[config.mk]
export PLATFORM = sky130hd
export DESIGN_NAME = tv80_alu16_seq
export DESIGN_NICKNAME = d
export VERILOG_FILES = /design/src/rtl/tv80_pkg.sv /design/src/rtl/tv80_alu16_seq.sv
export SDC_FILE = /design/constraint.sdc
export NUM_CORES = 1
export LEC_CHECK = 0
export CORE_UTILIZATION = 50
export CTS_CLUSTER_SIZE = 40
export DETAILED_ROUTE_END_ITERATION = 7
export PLACE_DENSITY = 0.88
export SLEW_MARGIN = 10
export SYNTH_ARGS = -nofsm -noshare
export SYNTH_HDL_FRONTEND = slang
export SYNTH_SLANG_ARGS = --single-unit
[constraint.sdc]
create_clock -name clk -period 2.67 [get_ports clk]
set_input_delay 0.534 -clock clk [delete_from_list [all_inputs] [get_ports clk]]
set_output_delay 0.534 -clock clk [all_outputs]
set_load 0.005 [all_outputs]
[src/rtl/tv80_pkg.sv]
// Shared encodings for the TV80 16-bit arithmetic sequencer: request ops,
// ALU_Op codes, flag bit positions and sequencer states.
package tv80_pkg;

   localparam logic [1:0] OP_ADD16    = 2'b00;
   localparam logic [1:0] OP_ADC16    = 2'b01;
   localparam logic [1:0] OP_SBC16    = 2'b10;
   localparam logic [1:0] OP_ADD_SP_E = 2'b11;

   localparam logic [3:0] ALU_ADD = 4'b0000;
   localparam logic [3:0] ALU_ADC = 4'b0001;
   localparam logic [3:0] ALU_SBC = 4'b0011;
   localparam logic [3:0] ALU_NOP = 4'b1111;

   localparam int FLAG_C = 0;
   localparam int FLAG_N = 1;
   localparam int FLAG_P = 2;
   localparam int FLAG_X = 3;
   localparam int FLAG_H = 4;
   localparam int FLAG_Y = 5;
   localparam int FLAG_Z = 6;
   localparam int FLAG_S = 7;

   typedef enum logic [1:0] {
      ST_IDLE = 2'b00,
      ST_LO   = 2'b01,
      ST_HI   = 2'b10,
      ST_DONE = 2'b11
   } seq_state_t;

   // Low-byte pass: plain adds start without carry, ADC/SBC consume the issued carry
   function automatic logic [3:0] lo_alu_op(input logic [1:0] op);
      logic [3:0] r;
      case (op)
         OP_ADC16: r = ALU_ADC;
         OP_SBC16: r = ALU_SBC;
         default:  r = ALU_ADD;
      endcase
      return r;
   endfunction

   // High-byte pass always chains the carry/borrow out of the low pass
   function automatic logic [3:0] hi_alu_op(input logic [1:0] op);
      return (op == OP_SBC16) ? ALU_SBC : ALU_ADC;
   endfunction

endpackage

[src/rtl/tv80_alu16_seq.sv]
// Runs 16-bit ADD/ADC/SBC HL,rr and GB ADD SP,e as two chained passes through
// the external 8-bit ALU (low byte first) behind a request/response handshake.
module tv80_alu16_seq
   import tv80_pkg::*;
#(
   parameter int Mode   = 3,
   parameter int Flag_C = FLAG_C,
   parameter int Flag_N = FLAG_N,
   parameter int Flag_P = FLAG_P,
   parameter int Flag_X = FLAG_X,
   parameter int Flag_H = FLAG_H,
   parameter int Flag_Y = FLAG_Y,
   parameter int Flag_Z = FLAG_Z,
   parameter int Flag_S = FLAG_S
) (
   input  logic        clk,
   input  logic        reset,
   input  logic        req_valid,
   output logic        req_ready,
   input  logic [1:0]  req_op,
   input  logic [15:0] req_a,
   input  logic [15:0] req_b,
   input  logic [7:0]  req_f,
   output logic [3:0]  alu_op,
   output logic [7:0]  alu_busa,
   output logic [7:0]  alu_busb,
   output logic [7:0]  alu_f_in,
   output logic        alu_arith16,
   output logic        alu_z16,
   input  logic [7:0]  alu_q,
   input  logic [7:0]  alu_f_out,
   output logic        rsp_valid,
   input  logic        rsp_ready,
   output logic [15:0] rsp_q,
   output logic [7:0]  rsp_f
);

   seq_state_t  state_q;
   logic [1:0]  op_q;
   logic [7:0]  a_hi_q;
   logic [7:0]  b_hi_q;
   logic [7:0]  q_lo_q;
   logic        f_lo_h_q;
   logic        f_lo_c_q;
   // ADD SP,e passes S/Y/X/P straight from the issue flags
   logic        keep_s_q;
   logic        keep_y_q;
   logic        keep_x_q;
   logic        keep_p_q;
   logic [1:0]  op_d;
   logic [7:0]  rsp_f_d;

   // Off the GB core there is no ADD SP,e; the encoding falls back to ADD16
   always_comb begin
      op_d = req_op;
      if (req_op == OP_ADD_SP_E && Mode != 3) begin
         op_d = OP_ADD16;
      end else begin
         op_d = req_op;
      end
   end

   // Final flag byte: ALU result, or the ADD SP,e merge of issue flags and low-pass H/C
   always_comb begin
      rsp_f_d = alu_f_out;
      if (op_q == OP_ADD_SP_E) begin
         rsp_f_d[Flag_S] = keep_s_q;
         rsp_f_d[Flag_Z] = 1'b0;
         rsp_f_d[Flag_Y] = keep_y_q;
         rsp_f_d[Flag_H] = f_lo_h_q;
         rsp_f_d[Flag_X] = keep_x_q;
         rsp_f_d[Flag_P] = keep_p_q;
         rsp_f_d[Flag_N] = 1'b0;
         rsp_f_d[Flag_C] = f_lo_c_q;
      end else begin
         rsp_f_d = alu_f_out;
      end
   end

   // Sequencer FSM; every ALU drive and response output is registered here
   always_ff @(posedge clk) begin
      if (reset) begin
         state_q     <= ST_IDLE;
         req_ready   <= 1'b1;
         rsp_valid   <= 1'b0;
         rsp_q       <= 16'h0000;
         rsp_f       <= 8'h00;
         alu_op      <= ALU_NOP;
         alu_busa    <= 8'h00;
         alu_busb    <= 8'h00;
         alu_f_in    <= 8'h00;
         alu_arith16 <= 1'b0;
         alu_z16     <= 1'b0;
         op_q        <= OP_ADD16;
         a_hi_q      <= 8'h00;
         b_hi_q      <= 8'h00;
         q_lo_q      <= 8'h00;
         f_lo_h_q    <= 1'b0;
         f_lo_c_q    <= 1'b0;
         keep_s_q    <= 1'b0;
         keep_y_q    <= 1'b0;
         keep_x_q    <= 1'b0;
         keep_p_q    <= 1'b0;
      end else begin
         case (state_q)
            ST_IDLE: begin
               if (req_valid) begin
                  state_q     <= ST_LO;
                  req_ready   <= 1'b0;
                  op_q        <= op_d;
                  a_hi_q      <= req_a[15:8];
                  b_hi_q      <= (op_d == OP_ADD_SP_E) ? {8{req_b[7]}} : req_b[15:8];
                  keep_s_q    <= req_f[Flag_S];
                  keep_y_q    <= req_f[Flag_Y];
                  keep_x_q    <= req_f[Flag_X];
                  keep_p_q    <= req_f[Flag_P];
                  alu_op      <= lo_alu_op(op_d);
                  alu_busa    <= req_a[7:0];
                  alu_busb    <= req_b[7:0];
                  alu_f_in    <= req_f;
                  alu_arith16 <= (op_d == OP_ADD16);
                  alu_z16     <= 1'b0;
               end else begin
                  state_q <= ST_IDLE;
               end
            end
            ST_LO: begin
               state_q  <= ST_HI;
               q_lo_q   <= alu_q;
               f_lo_h_q <= alu_f_out[Flag_H];
               f_lo_c_q <= alu_f_out[Flag_C];
               alu_op   <= hi_alu_op(op_q);
               alu_busa <= a_hi_q;
               alu_busb <= b_hi_q;
               alu_f_in <= alu_f_out;
               // Z16 makes the high pass report Z = Z_lo & Z_hi
               alu_z16  <= (op_q == OP_ADC16) || (op_q == OP_SBC16);
            end
            ST_HI: begin
               state_q     <= ST_DONE;
               rsp_valid   <= 1'b1;
               rsp_q       <= {alu_q, q_lo_q};
               rsp_f       <= rsp_f_d;
               alu_op      <= ALU_NOP;
               alu_busa    <= 8'h00;
               alu_busb    <= 8'h00;
               alu_f_in    <= 8'h00;
               alu_arith16 <= 1'b0;
               alu_z16     <= 1'b0;
            end
            ST_DONE: begin
               if (rsp_ready) begin
                  state_q   <= ST_IDLE;
                  rsp_valid <= 1'b0;
                  req_ready <= 1'b1;
               end else begin
                  state_q <= ST_DONE;
               end
            end
            default: begin
               state_q <= ST_IDLE;
            end
         endcase
      end
   end

endmodule

## Yosys cells after proc, flatten, opt, wreduce, memory -nomap -nowiden

Index checks and enable logic that the tools add are counted.

| storage, ports and cells | value |
|---|---|
| bits in registers | 90 |
| bits in latches | 0 |
| memory bits (writable) | 0 |
| ROM bits | 0 |
| input bits | 62 |
| word-level logic and storage cells | 67 |
| memories | 0 |

| cells by class | value |
|---|---|
| $add $sub $neg | 0 |
| $mul | 0 |
| divide/modulo/power cells | 0 |
| magnitude comparators | 0 |
| eq/ne operators | 11 |
| shift-type cells | 0 |
| mux-type cells | 23 |
| bitwise gates (word level) | 0 |
| reduce and logical (&&, ||, !) cells | 12 |

Operators by type and width:

| kind | number |
|---|---|
| case mux 8 bit (3 select lines) | 3 |
| two-way mux 8 bit | 5 |
| == test 2 bit, second input constant | 6 |
| case mux 4 bit (3 select lines) | 1 |
| case mux 2 bit (4 select lines) | 1 |
| AND reduction 2 bit | 4 |
| == test 2 x 1 -> 1 bit, second input constant | 3 |
| case mux 1 bit (2 select lines) | 3 |
| nonzero test 2 bit | 3 |
| two-way mux 1 bit | 5 |
| logical NOT 2 bit | 2 |
| two-way mux 2 bit | 2 |
| two-way mux 4 bit | 1 |
| inequality test 2 bit, second input constant | 2 |
| case mux 2 bit (2 select lines) | 1 |
| case mux 1 bit (3 select lines) | 1 |
| AND reduction 3 bit | 1 |
| nonzero test 3 bit | 1 |
| logical OR 1 bit | 1 |

## Depth between registers and ports, before layout

Gate-level depths: netlist (run 1).

| logic depth | value |
|---|---|
| depth in word-level cells | 4 |
| depth in mapped cells | 8 |
| depth with buffers taken out | 5 |

## Worst setup path after synthesis (run 1)

OpenSTA, ideal clock, no wires.

| timing | value |
|---|---|
| path kind | reg2reg |
| start | reg state_q[0] |
| end | reg alu_busb[0] |
| setup time | 0.149 ns |
| data arrival time | 1.478 ns |
| data required time | 2.521 ns |
| setup slack | 1.044 ns |
| cell stages (with the launch flop) | 8 |
| clock period less this slack | 1.626 ns |
| cells stage by stage | dfxtp_1 inv_1 ha_1 buf_4 and2b_1 nor2b_2 buf_4 a2111oi_2 |

| between the ends | value |
|---|---|
| word-level cells in the longest chain between the ends | 3 |
| elaborated cells on any way between the ends | 7 |
| those cells by class | eq/ne (3); mux (1); reduce/logical (3) |

Ends and longest elaborated chain:

| element | RTL line | text |
|---|---|---|
| start: declaration | tv80_alu16_seq.sv:38 | `seq_state_t state_q;` |
| start signal: assignment | tv80_alu16_seq.sv:83 | `state_q <= ST_IDLE;` |
| start signal: assignment | tv80_alu16_seq.sv:108 | `state_q <= ST_LO;` |
| start signal: assignment | tv80_alu16_seq.sv:124 | `state_q <= ST_IDLE;` |
| == test 2 bit (tied with other cells) | tv80_alu16_seq.sv:105 | `case (state_q)` |
| nonzero test 3 bit (no line) / inequality test 2 bit (equally long branches) | n/a |  |
| AND reduction 2 bit (no line) | n/a |  |
| end signal: assignment | tv80_alu16_seq.sv:119 | `alu_busb <= req_b[7:0];` |
| end signal: assignment | tv80_alu16_seq.sv:134 | `alu_busb <= b_hi_q;` |
| end: declaration | tv80_alu16_seq.sv:26 | `output logic [7:0] alu_busb,` |

Several ways; a longest one is shown, not always the timed one.
A chain may end at the register's enable or synchronous reset.

## Worst setup path after layout (run 1)

| timing | value |
|---|---|
| start | reg state_q[0] |
| end | reg alu_busb[7] |

Same word-level chain as after synthesis.

==> qor.yml, run 1 <==
run_status:
  status: "complete, no violations"
timing:
  period_minus_slack_ns: 2.141
  rsz0062_at_grt: "false"
  hold_viol: 0
  slew_headroom_pct: 43.64
  skew_ns: 0.01314
  fin_crit_sh_pct: 80.20
  setup_tns_ns: 0
  hold_slack_ns: 0.4574
  tightestPinTransition_ns: 0.8453
  drv_slew: 0
  fmax_mhz: 467.0
  setup_violations: 0
synth:
  yosysSeqAreaShare_pct: 47.58
  synth_edf_count: 0
  synth_nets: 480
  async_flop_share_pct: 0
  synth-main-ff-cell: "dfxtp_1"
  syn_inst: 408
  netlist_area_sq_um: 3745
  synthDistinctLibCells: 27
  yosysWarnings: 0
  ys_ff_latch: 89
  syn_avg_cell_area_sq_um: 9.179
global_routing:
  grt_max_degree: 77
  grt_overflow: 0
  grt_pass1_vias: 3207
  grtUsageTotal_pct: 24.51
  antenna_found_initial: 0
  grt_pass1_wl_um: 14860
cells_and_area:
  drive_gt1_share_pct: 8.687
  layout_commonest_cell: "clkdlybuf4s50_1"
  register_area_sq_um: 1782
  layoutNonFillerInstCount: 617
  layout_common_cells: "clkdlybuf4s50_1 (116), dfxtp_1 (89), nor2_1 (84)"
  fin_nets: 586
  area_growth_pct: 36.72
  fillers: 565
  fin_util_pct: 70.59
  multi_input_area_sq_um: 1785
  num_antenna_cells: 0
power_and_ir_drop:
  p_leak_nw: 1.868
  p_switching_w: 0.001186
  p_sw_share_pct: 31.70
  intPower_w: 0.002557
  power.density_nw_per_um2: 731.1
  p_total_w: 0.003743
  pwr-share-clk_pct: 20.4
  irDropWorstVdd_v: 0.0004397
  power_frac_seq_pct: 44.8
  combPwrFrac_pct: 34.8
floorplan:
  dieArea_sq_um: 7839
  rows: 31
  start_util_pct: 51.63
  die_w_um: 88.54
  core-area_sq_um: 7253
  io_pins: 118
  die_y_um: 88.54
detailed_routing:
  firstDrtPassIters: 4
  vias_per_cell: 5.345
  wl_per_cell_um: 15.29
  ant_nets: 0
  routed.top_layer: "met4"
  met3WireLength_um: 525
  drt-initial-drc-count: 104
  drt-total-wl_um: 9435
  wl_met1_um: 3842
  drcViolationCount: 0
  met2_length_um: 4854
  via_count: 3298
placement:
  place_inst: 602
  dpl.hpwl_um: 6774
  finalWeightedCongestion: 0.7934
  io_buffer_count: 117
cts:
  cts.clk_slew.worst_paths_ns: 0.09
  ctsResizeCount: 0
  postCtsSetupBuffers: 0
  hold_buffers: 0
  cts_buffer_depth: 2
  h-tree-depth: 3
  clock-sinks: 89
  numCtsBuffers: 9
  tritoncts: "done"
  clk_latency_ns: 0.35
  clockRootBuffer: "clkbuf_8"
setup_path:
  critPathLaunchType: "flop"
  worstPathRequired_ns: 2.87
  cp.arrival_ns: 2.34
  end_kind: "flop"
  crit_path_max_fanout: 25
  crit_type: "flop to flop"
min_path:
  min_path_type: "flop to flop"
job:
  drv_cap: 0
## Yosys cell counts, types with 2 or more instances
| cell | count | area share, % |
|---|---|---|
| o21bai_1 | 4 | 0.80 |
| nor2_1 | 84 | 8.4 |
| buf_4 | 6 | 1.2 |
| inv_1 | 7 | 0.70 |
| a2111oi_2 | 18 | 7.2 |
| clkbuf_1 | 13 | 1.3 |
| buf_2 | 10 | 1.3 |
| a211oi_1 | 20 | 4.0 |
| a2111oi_0 | 3 | 0.70 |
| mux2i_1 | 31 | 8.3 |
| nand3b_1 | 5 | 1.0 |
| nand2b_1 | 13 | 2.2 |
| ha_1 | 10 | 3.3 |
| o22ai_1 | 2 | 0.33 |
| a21oi_1 | 26 | 3.5 |
| nand2_1 | 57 | 5.7 |
| dfxtp_1 | 89 | 48 |
## state kept, by name (all words and copies together) (netlist names), 2 cells and up
register / flops
rsp_f: 8
alu_busb: 8
op_q: 2
q_lo_q: 8
alu_busa: 8
b_hi_q: 8
state_q: 2
alu_op: 3
a_hi_q: 8
alu_f_in: 8
rsp_q: 16
## area by class of cell
class	count	share of cell area (%)
inverters	7	0.5132
well taps	99	2.419
multi-input cells	281	34.87
flip-flops and latches	89	34.80
clock buffers	12	2.639
clock inverters	3	0.3666
repair buffers	126	24.39
## metrics by stage
step           instance area, sq um  worst slack, ns
2_1_floorplan                  3745            1.044
3_3_place_gp                   4966           0.5194
3_5_place_dp                   4966           0.4797
4_1_cts                        5120           0.5590
5_1_grt                        5120           0.2916
6_report                       5120           0.5286
## power groups by stage
stage          Clock [W]  Combinational [W]  Sequential, W
2_1_floorplan          0           0.000730        0.00169
3_3_place_gp           0            0.00126        0.00169
3_5_place_dp           0            0.00131        0.00171
4_1_cts         0.000774            0.00131        0.00168
5_1_grt         0.000830            0.00143        0.00170
6_report        0.000763            0.00130        0.00168
## path summary, 6_finish.rpt
path,to,slack (ns),start,depth (start not counted)
max reg2reg,alu_busb[7],0.53,state_q[0],5
max,alu_busb[7],0.53,state_q[0],5
min reg2reg,a_hi_q[7],0.46,a_hi_q[7],2
min,a_hi_q[7],0.46,a_hi_q[7],2
## worst max-delay path, cell delays in order (launching register included)
cell	delay, ns
dfxtp_1	0.43
inv_1	0.10
ha_1	0.40
nand3b_2	0.63
o22ai_1	0.36
a211oi_1	0.08
## cell families after synthesis
kind of cell	count (synthesis)	synth area share (%)
muxes	32	8.687
AOI/OAI and AO/OA	75	17.04
adders and majority gates	10	3.341
buffers and inverters	38	4.945
and+or+nand+nor	164	18.41
DFF	89	47.58
## routing by layer
metal	vias to the layer above	GRT usage (%)
li1	1597	-
met1	1569	28.50
met2	114	44.06
met3	18	4.851
met4	0	9.971
met5	-	0
Power figures use the tool's default switching activity.
==> run 2, diff against run 1 <==
--- a/config.mk
+++ b/config.mk
@@ -5,10 +5,10 @@
 export SDC_FILE = /design/constraint.sdc
 export NUM_CORES = 1
 export LEC_CHECK = 0
-export CORE_UTILIZATION = 50
+export CORE_UTILIZATION = 46
 export CTS_CLUSTER_SIZE = 40
 export DETAILED_ROUTE_END_ITERATION = 7
-export PLACE_DENSITY = 0.88
+export PLACE_DENSITY = 0.82
 export SLEW_MARGIN = 10
 export SYNTH_ARGS = -nofsm -noshare
 export SYNTH_HDL_FRONTEND = slang
==> constraint.sdc (replaced) <==
create_clock -name clk -period 2.1 [get_ports clk]
set_input_delay 0.42 -clock clk [delete_from_list [all_inputs] [get_ports clk]]
set_output_delay 0.42 -clock clk [all_outputs]
set_load 0.005 [all_outputs]
==> qor.yml, run 2 (synthesized netlist as in run 1, its figures left out) <==
detailed_routing:
  via_count: 3268
  vias_per_cell: 5.229
  firstDrtPassIters: 4
  drt-initial-drc-count: 171
  drcViolationCount: 0
  wl_per_cell_um: 15.68
  ant_nets: 0
  drt-total-wl_um: 9797
floorplan:
  die_w_um: 92.23
  core-area_sq_um: 7807
  rows: 32
  start_util_pct: 47.96
  io_pins: 118
  die_y_um: 92.23
  dieArea_sq_um: 8505
cts:
  clk_latency_ns: 0.35
  clockRootBuffer: "clkbuf_8"
  h-tree-depth: 3
  cts_buffer_depth: 2
  numCtsBuffers: 9
  cts.clk_slew.worst_paths_ns: 0.09
  clock-sinks: 89
  ctsResizeCount: 0
  tritoncts: "done"
  hold_buffers: 0
  postCtsSetupBuffers: 0
power_and_ir_drop:
  irDropWorstVdd_v: 0.0004626
  power.density_nw_per_um2: 978.7
  p_leak_nw: 1.929
setup_path:
  cp.arrival_ns: 2.12
  critPathLaunchType: "flop"
  crit_path_max_fanout: 14
  end_kind: "flop"
  crit_type: "flop to flop"
  worstPathRequired_ns: 2.32
cells_and_area:
  drive_gt1_share_pct: 10.33
  area_growth_pct: 40.73
  fillers: 616
  regMostFlops: "rsp_q"
  layoutNonFillerInstCount: 625
  layout_commonest_cell: "clkdlybuf4s50_1"
  fin_nets: 590
  largest_reg_flops: 16
  num_antenna_cells: 0
  layout_common_cells: "clkdlybuf4s50_1 (116), dfxtp_1 (89), nor2_1 (84)"
timing:
  skew_ns: 0.009902
  drv_slew: 0
  setup_tns_ns: 0
  rsz0062_at_grt: "false"
  hold_viol: 0
  fin_crit_sh_pct: 90.46
  slew_headroom_pct: 58.90
  period_minus_slack_ns: 1.900
  tightestPinTransition_ns: 0.6165
  fmax_mhz: 526.4
  setup_violations: 0
placement:
  place_inst: 608
  finalWeightedCongestion: 0.8311
  io_buffer_count: 117
  dpl.hpwl_um: 6909
global_routing:
  grt_max_degree: 49
  grt_pass1_vias: 3357
  grt_overflow: 0
  grtUsageTotal_pct: 23.78
  grt_pass1_wl_um: 15820
  antenna_found_initial: 0
min_path:
  min_path_type: "flop to flop"
job:
  drv_cap: 0
run_status:
  status: "complete, no violations"
## run 2: changes by cell type in the layout (fill, tap and decap cells not counted), moves of 2 or more
| cell | delta |
|---|---|
| clkbuf_1 | -3 |
| clkinv_2 | -2 |
| bufinv_16 | +2 |
| buf_12 | +3 |
| clkinv_4 | +2 |
## run 2: worst max-delay path, stage by stage, from the launching register on
cell	delay, ns
dfxtp_1	0.36
inv_1	0.11
ha_1	0.40
and2b_1	0.28
nor2b_4	0.07
buf_12	0.15
a2111oi_0	0.40
## run 2: per-stage QoR
| stage | power, W | util (%) | instance area (sq um) | setup slack, ns | hold WS [ns] |
|---|---|---|---|---|---|
| CTS | 0.005156 | 67.36 | 5259 | 0.1616 | 0.4605 |
| finish | 0.005158 | 67.50 | 5270 | 0.2003 | 0.4595 |
| floorplan | 0.003081 | - | 3745 | 0.4740 | 0.4360 |
| detailed placement | 0.003872 | 64.46 | 5032 | 0.04969 | 0.4485 |
| global placement | 0.003804 | 64.46 | 5032 | 0.1958 | 0.4435 |
| global route | 0.005421 | 67.50 | 5270 | 0.01958 | 0.4811 |
## run 2: metal layers
layer | GRT usage [%] | vias to the layer above | routed length [um]
met1 | 30.01 | 1523 | 4274
met2 | 38.81 | 112 | 4731
met3 | 4.809 | 22 | 525
li1 | - | 1611 | -
met5 | 0 | - | 0
met4 | 11.20 | 0 | 265
## run 2: power breakdown
| part | switching (W) | internal [W] |
|---|---|---|
| Sequential | 0.000169 | 0.00197 |
| Combinational | 0.000820 | 0.000902 |
| Clock | 0.000619 | 0.000680 |
| Total | 0.00161 | 0.00355 |
## run 2: area by class of cell
type / instances / area (sq um) / share of cell area [%]
multi-input combinational: 282 / 1799 / 34.14
tap: 102 / 127.6 / 2.422
inverter: 7 / 26.28 / 0.4986
sequential: 89 / 1782 / 33.81
clock inverter: 7 / 102.6 / 1.947
timing repair buffer: 129 / 1309 / 24.83
clock buffer: 9 / 123.9 / 2.350
## run 2: path summary, 6_finish.rpt
path	start	end	slack [ns]	cells after the start
worst max-delay path	state_q[1]	alu_busa[6]	0.20	6
worst min-delay path	a_hi_q[7]	a_hi_q[7]	0.46	2
worst max register to register	state_q[1]	alu_busa[6]	0.20	6
worst min register to register	a_hi_q[7]	a_hi_q[7]	0.46	2
